[config.mk]
export PLATFORM = sky130hd
export DESIGN_NAME = nabp_multi_swap_control
export DESIGN_NICKNAME = d
export VERILOG_FILES = /design/src/rtl/nabp_multi_swap_control.sv
export SDC_FILE = /design/constraint.sdc
export NUM_CORES = 1
export LEC_CHECK = 0
export BUFFER_PORTS_ARGS = -buffer_cell sky130_fd_sc_hd__clkbuf_2
export CORE_AREA = 2 2 39 41
export CTS_BUF_LIST = sky130_fd_sc_hd__clkbuf_8
export DETAILED_ROUTE_END_ITERATION = 8
export DIE_AREA = 0 0 41 43
export MAX_ROUTING_LAYER = met4
export PLACE_DENSITY = 0.79
export SLEW_MARGIN = 40
export SYNTH_ARGS = -nofsm -noshare
export SYNTH_HDL_FRONTEND = slang
export SYNTH_SLANG_ARGS = --single-unit
[constraint.sdc]
create_clock -name clk -period 5.53 [get_ports clk]
set_input_delay 0.553 -clock clk [delete_from_list [all_inputs] [get_ports clk]]
set_output_delay 0.553 -clock clk [all_outputs]
set_load 0.02 [all_outputs]
[src/rtl/nabp_multi_swap_control.sv]
// nabp_multi_swap_control
//   Sequences a ring of NUM_SW swappable projection buffers. One run goes
//   IDLE -> PREP -> FILL -> DRAIN -> IDLE. In FILL, buffers are filled and
//   swapped in one after another, in ring order. In any state, swapped-in
//   buffers are retired in the same order as the PEs finish shifting them
//   out.
//
// Optional feature: define NABP_SWAP_STALL_CNT_EN to add stall_cnt_o. It is
//   a saturating count of FILL cycles that were blocked because the ring was
//   full.
//
// Ports
//   clk                  rising-edge clock
//   reset                asynchronous, active-high reset
//   kick_i               start a projection-set run (honoured in IDLE only)
//   prep_done_i          preprocess stage finished (PREP -> FILL)
//   has_next_angle_i     angle generator holds a further angle
//   next_angle_ack_o     combinational pulse consuming an angle on a swap
//   sw_swap_ready_i      per-buffer fill complete
//   sw_next_itr_i        per-buffer shift-out complete
//   sw_swap_o            combinational one-hot swap command
//   sw_next_itr_ack_o    combinational one-hot retire acknowledge
//   fill_sel_o           index of the buffer being filled
//   drain_sel_o          index of the oldest shifting buffer
//   pe_kick_o            one-cycle pulse when the ring goes from empty to
//                        occupied
//   pe_en_o              high while any buffer is shifting
//   busy_o               high in every state except IDLE
//   done_o               one-cycle pulse when a run completes
//   stall_cnt_o          (NABP_SWAP_STALL_CNT_EN only) ring-full stall cycles

module nabp_multi_swap_control #(
  parameter int unsigned NUM_SW = 3,
  parameter int unsigned SEL_W  = 2
) (
  input  logic              clk,
  input  logic              reset,
  input  logic              kick_i,
  input  logic              prep_done_i,
  input  logic              has_next_angle_i,
  output logic              next_angle_ack_o,
  input  logic [NUM_SW-1:0] sw_swap_ready_i,
  input  logic [NUM_SW-1:0] sw_next_itr_i,
  output logic [NUM_SW-1:0] sw_swap_o,
  output logic [NUM_SW-1:0] sw_next_itr_ack_o,
  output logic [SEL_W-1:0]  fill_sel_o,
  output logic [SEL_W-1:0]  drain_sel_o,
  output logic              pe_kick_o,
  output logic              pe_en_o,
  output logic              busy_o,
  output logic              done_o
`ifdef NABP_SWAP_STALL_CNT_EN
  ,
  output logic [15:0]       stall_cnt_o
`endif
);

  localparam int unsigned      OCC_W    = $clog2(NUM_SW + 1);
  localparam logic [OCC_W-1:0] OCC_FULL = OCC_W'(NUM_SW);
  localparam logic [SEL_W-1:0] SEL_LAST = SEL_W'(NUM_SW - 1);

  typedef enum logic [1:0] {
    IDLE  = 2'd0,
    PREP  = 2'd1,
    FILL  = 2'd2,
    DRAIN = 2'd3
  } state_e;

  state_e           state_q, state_d;
  logic [OCC_W-1:0] occ_q, occ_d;
  logic [SEL_W-1:0] fill_sel_q, fill_sel_d;
  logic [SEL_W-1:0] drain_sel_q, drain_sel_d;
  logic             pe_kick_q, pe_en_q, done_q;

  logic ready_sel_c, itr_sel_c;
  logic swap_c, retire_c, kick_acc_c;

  // Pick out only the ready/next_itr bits at the current ring pointers.
  always_comb begin
    ready_sel_c = 1'b0;
    itr_sel_c   = 1'b0;
    for (int i = 0; i < NUM_SW; i++) begin
      if (fill_sel_q == SEL_W'(i))  ready_sel_c = sw_swap_ready_i[i];
      if (drain_sel_q == SEL_W'(i)) itr_sel_c   = sw_next_itr_i[i];
    end
  end

  // The reset gating keeps the Mealy outputs quiet while reset is held.
  assign swap_c     = ~reset & (state_q == FILL) & ready_sel_c & (occ_q < OCC_FULL);
  assign retire_c   = ~reset & (occ_q != '0) & itr_sel_c;
  assign kick_acc_c = (state_q == IDLE) & kick_i;

  // State register.
  always_ff @(posedge clk or posedge reset) begin
    if (reset) state_q <= IDLE;
    else       state_q <= state_d;
  end

  // Next-state logic.
  always_comb begin
    state_d = state_q;
    case (state_q)
      IDLE:    if (kick_i)                        state_d = PREP;
      PREP:    if (prep_done_i)                   state_d = FILL;
      FILL:    if (swap_c && !has_next_angle_i)   state_d = DRAIN;
      DRAIN:   if (occ_d == '0)                   state_d = IDLE;
      default:                                    state_d = IDLE;
    endcase
  end

  // Outputs and ring-pointer / occupancy next values.
  always_comb begin
    sw_swap_o         = '0;
    sw_next_itr_ack_o = '0;
    next_angle_ack_o  = 1'b0;
    fill_sel_d        = fill_sel_q;
    drain_sel_d       = drain_sel_q;
    occ_d             = occ_q;

    if (swap_c) begin
      sw_swap_o        = NUM_SW'(1) << fill_sel_q;
      next_angle_ack_o = has_next_angle_i;
      fill_sel_d       = (fill_sel_q == SEL_LAST) ? '0 : fill_sel_q + SEL_W'(1);
    end

    if (retire_c) begin
      sw_next_itr_ack_o = NUM_SW'(1) << drain_sel_q;
      drain_sel_d       = (drain_sel_q == SEL_LAST) ? '0 : drain_sel_q + SEL_W'(1);
    end

    // A swap and a retire in the same cycle leave occupancy unchanged.
    case ({swap_c, retire_c})
      2'b10:   occ_d = occ_q + OCC_W'(1);
      2'b01:   occ_d = occ_q - OCC_W'(1);
      default: occ_d = occ_q;
    endcase
  end

  // Datapath registers and registered status outputs.
  always_ff @(posedge clk or posedge reset) begin
    if (reset) begin
      occ_q       <= '0;
      fill_sel_q  <= '0;
      drain_sel_q <= '0;
      pe_kick_q   <= 1'b0;
      pe_en_q     <= 1'b0;
      done_q      <= 1'b0;
    end else begin
      occ_q       <= occ_d;
      fill_sel_q  <= fill_sel_d;
      drain_sel_q <= drain_sel_d;
      pe_kick_q   <= (occ_q == '0) && (occ_d != '0);
      pe_en_q     <= (occ_d != '0);
      done_q      <= (state_q == DRAIN) && (state_d == IDLE);
    end
  end

  assign fill_sel_o  = fill_sel_q;
  assign drain_sel_o = drain_sel_q;
  assign pe_kick_o   = pe_kick_q;
  assign pe_en_o     = pe_en_q;
  assign done_o      = done_q;
  assign busy_o      = (state_q != IDLE);

`ifdef NABP_SWAP_STALL_CNT_EN
  logic [15:0] stall_cnt_q, stall_cnt_d;

  // Count FILL cycles where a full buffer waits on a full ring; saturating.
  always_comb begin
    stall_cnt_d = stall_cnt_q;
    if (kick_acc_c)
      stall_cnt_d = '0;
    else if ((state_q == FILL) && ready_sel_c && (occ_q == OCC_FULL) &&
             (stall_cnt_q != 16'hFFFF))
      stall_cnt_d = stall_cnt_q + 16'd1;
  end

  always_ff @(posedge clk or posedge reset) begin
    if (reset) stall_cnt_q <= '0;
    else       stall_cnt_q <= stall_cnt_d;
  end

  assign stall_cnt_o = stall_cnt_q;
`else
  // kick_acc_c only feeds the stall counter.
  logic unused_kick_acc;
  assign unused_kick_acc = kick_acc_c;
`endif

endmodule
==> reports/qor.yml <==
grtUsageTotal: 0.167
die_width_um: 41
dp_cells: 99
synth_compound_area_frac: 0.178
synth_edf_count: 0
place_congestion: 0.885
finalMaxSlewViolations: 0
syn2layout_area_growth_pct: 29.9
start_kind: "flip-flop"
finalHoldViolations: 0
cts_root_buf: "clkbuf_8"
period_needed_ps: 2280
wire_per_inst_um: 11.6
rsz0062_at_grt: "false"
ys_ff_latch: 11
cts_max_path_buffers: 2
clock-sinks: 11
fin_cells: 103
min_path_type: "primary input to async pin"
stdcell_area_sq_um: 805
worst_ep_required_time_ps: 4980
wl_um: 1190
first_pass_iters: 4
cts_hold_buf: 0
fin_setup_tns_ps: 0
reg2reg_to: "state_q[0]"
synth_top_family_by_area: "simple AND/OR/NAND/NOR gates"
coreArea_sq_um: 1380
fp.dieH_um: 43
grt_max_degree: 12
dp_hpwl_um: 931
syn_nets: 71
drive_above_1_share: 0.425
cpLargestDelayFamily: "compound AO/OA/AOI/OAI gates"
antenna_cells: 0
timing.fmax_ghz: 0.439
grt_overflow: 0
async_reset_ff_frac: 1.00
crit_chain: "a2111oi_4, nand2_4, nor3_1, clkbuf_2"
antenna_found_initial: 0
synthDistinctLibCells: 28
cts_setup_buffers: 0
synth_simple_gate_area_share: 0.218
nets: 100
regToRegSetupSlack_ps: 3430
cts_tree: "yes"
numCtsBuffers: 3
outcome: "finished clean"
leakage_nw: 0.412
synth_ff_type: "dfrtp_1"
cpPeakStageDelay_ps: 490
initial_core_util: 0.448
cp_slowest_cell: "a2111oi_4"
startpoint: "occ_q[1]"
via_per_inst: 5.08
boundaryPins: 26
drv_cap: 0
worst-path-stages: 4
synthAdderAreaFrac: 0.0202
r2r-start: "occ_q[1]"
relSlewSlack: 0.724
syn_avg_cell_area_sq_um: 10.5
path_clk_slew_ps: 50
path_max_fanout: 6
crit_buf_inv: 1
tightest_slew_ps: 413
critical_path_class: "flip-flop to primary output"
num_vias: 523
dpl-instance-area_sq_um: 759
pre_cts_ws_ps: 3380
end_kind: "primary output"
ant_nets: 0
ctsResizeCount: 0
grt_pass1_wl_um: 1900
netlist_area_sq_um: 619
htreeDepth: 1
crit_end: "sw_swap_o[0]"
setup-violations-final: 0
r2r_cells: 7
portBuffers: 25
netlist_instances: 59
clock_skew_ps: 1.31
num_rows: 14
synthXorXnorAreaFrac: 0.0566
grt_pass1_vias: 464
irDropWorstVdd_mv: 0.249
yosysSeqAreaShare: 0.444
cellPowerDensity_nw_per_um2: 584
synth_warnings: 0
die-area_sq_um: 1760
holdWs_ps: 348
insertion_delay_ps: 230
synth.area.mux_share: 0.0566
crit_arrival_ps: 1730
period_share: 0.412
drcViolationCount: 0
drt_iter0_markers: 12
layout_setup_ws_ps: 3250
layer usage:
metal | up-vias | GRT usage | wire [um]
li1 | 263 | - | -
met3 | 2 | 0.0785 | 56
met1 | 248 | 0.224 | 528
met4 | 0 | 0.0800 | 8
met2 | 10 | 0.206 | 599
met5 | - | - | 0
area by class of cell:
cell class / instances / area (sq um)
Timing Repair Buffer: 25 / 125
Multi-Input combinational cell: 44 / 328
Clock buffer: 3 / 41.3
Sequential cell: 11 / 275
Tap cell: 16 / 20.0
Inverter: 3 / 11.3
Fill cell: 136 / 579
Clock inverter: 1 / 3.75
worst register-to-register path, stage by stage, from the launching register on:
cell and delay, ps:
dfrtp_1 470, a2111oi_4 490, nand2_4 110, ha_1 390, nor2b_1 70, a22oi_1 230, a31oi_1 120, a2bb2oi_1 130
flip-flops by register name, summed over array words and instances, names as in the netlist:
register     cells
drain_sel_o      2
fill_sel_o       2
occ_q            2
state_q          2
done_o           1
pe_en_o          1
pe_kick_o        1
where the power goes:
group	internal [mW]	total, mW	switching, mW
clock network	0.0485	0.0768	0.0282
logic	0.0992	0.217	0.118
registers	0.118	0.176	0.0585
total	0.266	0.470	0.204
logic make-up (layout without fill, tap and decap cells):
family                     after synthesis  in the layout
xor gates and xnor gates                 4              4
muxes                                    3              3
adders and majority gates                1              1
DFF                                     11             11
AOI/OAI and AO/OA                       12             12
buffers and inverters                    4             32
and+or+nand+nor                         24             24
cell usage after synthesis (2+ instances only):
library cell	instances	area (sq um)
nand2_1	3	11.3
inv_1	3	11.3
xor2_1	2	17.5
nor3_1	2	10.0
and3_2	2	15.0
nor2b_1	2	12.5
a21oi_1	4	20.0
nand3b_1	2	15.0
nor3b_1	2	15.0
mux2i_1	2	20.0
nor2_1	7	26.3
xnor2_1	2	17.5
dfrtp_1	11	275
layout by cell type (no fill, tap or decap), drive strengths merged:
cell / Yosys / layout
and2: 1 / 1
o22ai: 1 / 1
inv: 3 / 4
nand3b: 2 / 2
mux2: 1 / 1
xor2: 2 / 2
ha: 1 / 1
nand2: 4 / 4
nor2b: 2 / 2
a31oi: 1 / 1
xnor2: 2 / 2
dfrtp: 11 / 11
o21ba: 1 / 1
nor3: 2 / 2
a21o: 1 / 1
and3: 2 / 2
a22oi: 1 / 1
a2111oi: 1 / 1
o2bb2ai: 1 / 1
nor2: 7 / 7
or2: 1 / 1
nor3b: 2 / 2
a21oi: 4 / 4
a2bb2oi: 1 / 1
clkbuf: 0 / 28
mux2i: 2 / 2
nor4: 1 / 1
metrics by stage:
stage / total power, mW / util
after floorplan: 0.338 / -
after global placement: 0.391 / 0.549
after detailed placement: 0.397 / 0.549
after CTS: 0.477 / 0.581
after global routing: 0.509 / 0.581
final: 0.470 / 0.581
worst min-delay path by stage:
stage | start | to | cells past startpoint
final | reset | pe_kick_o | 2
after global routing | reset | pe_en_o | 2
after CTS | reset | state_q[0] | 2
after detailed placement | state_q[1] | done_o | 2
after global placement | state_q[1] | done_o | 2
after floorplan | reset | done_o | 1
Note: power is estimated with default switching activity, not from simulation.
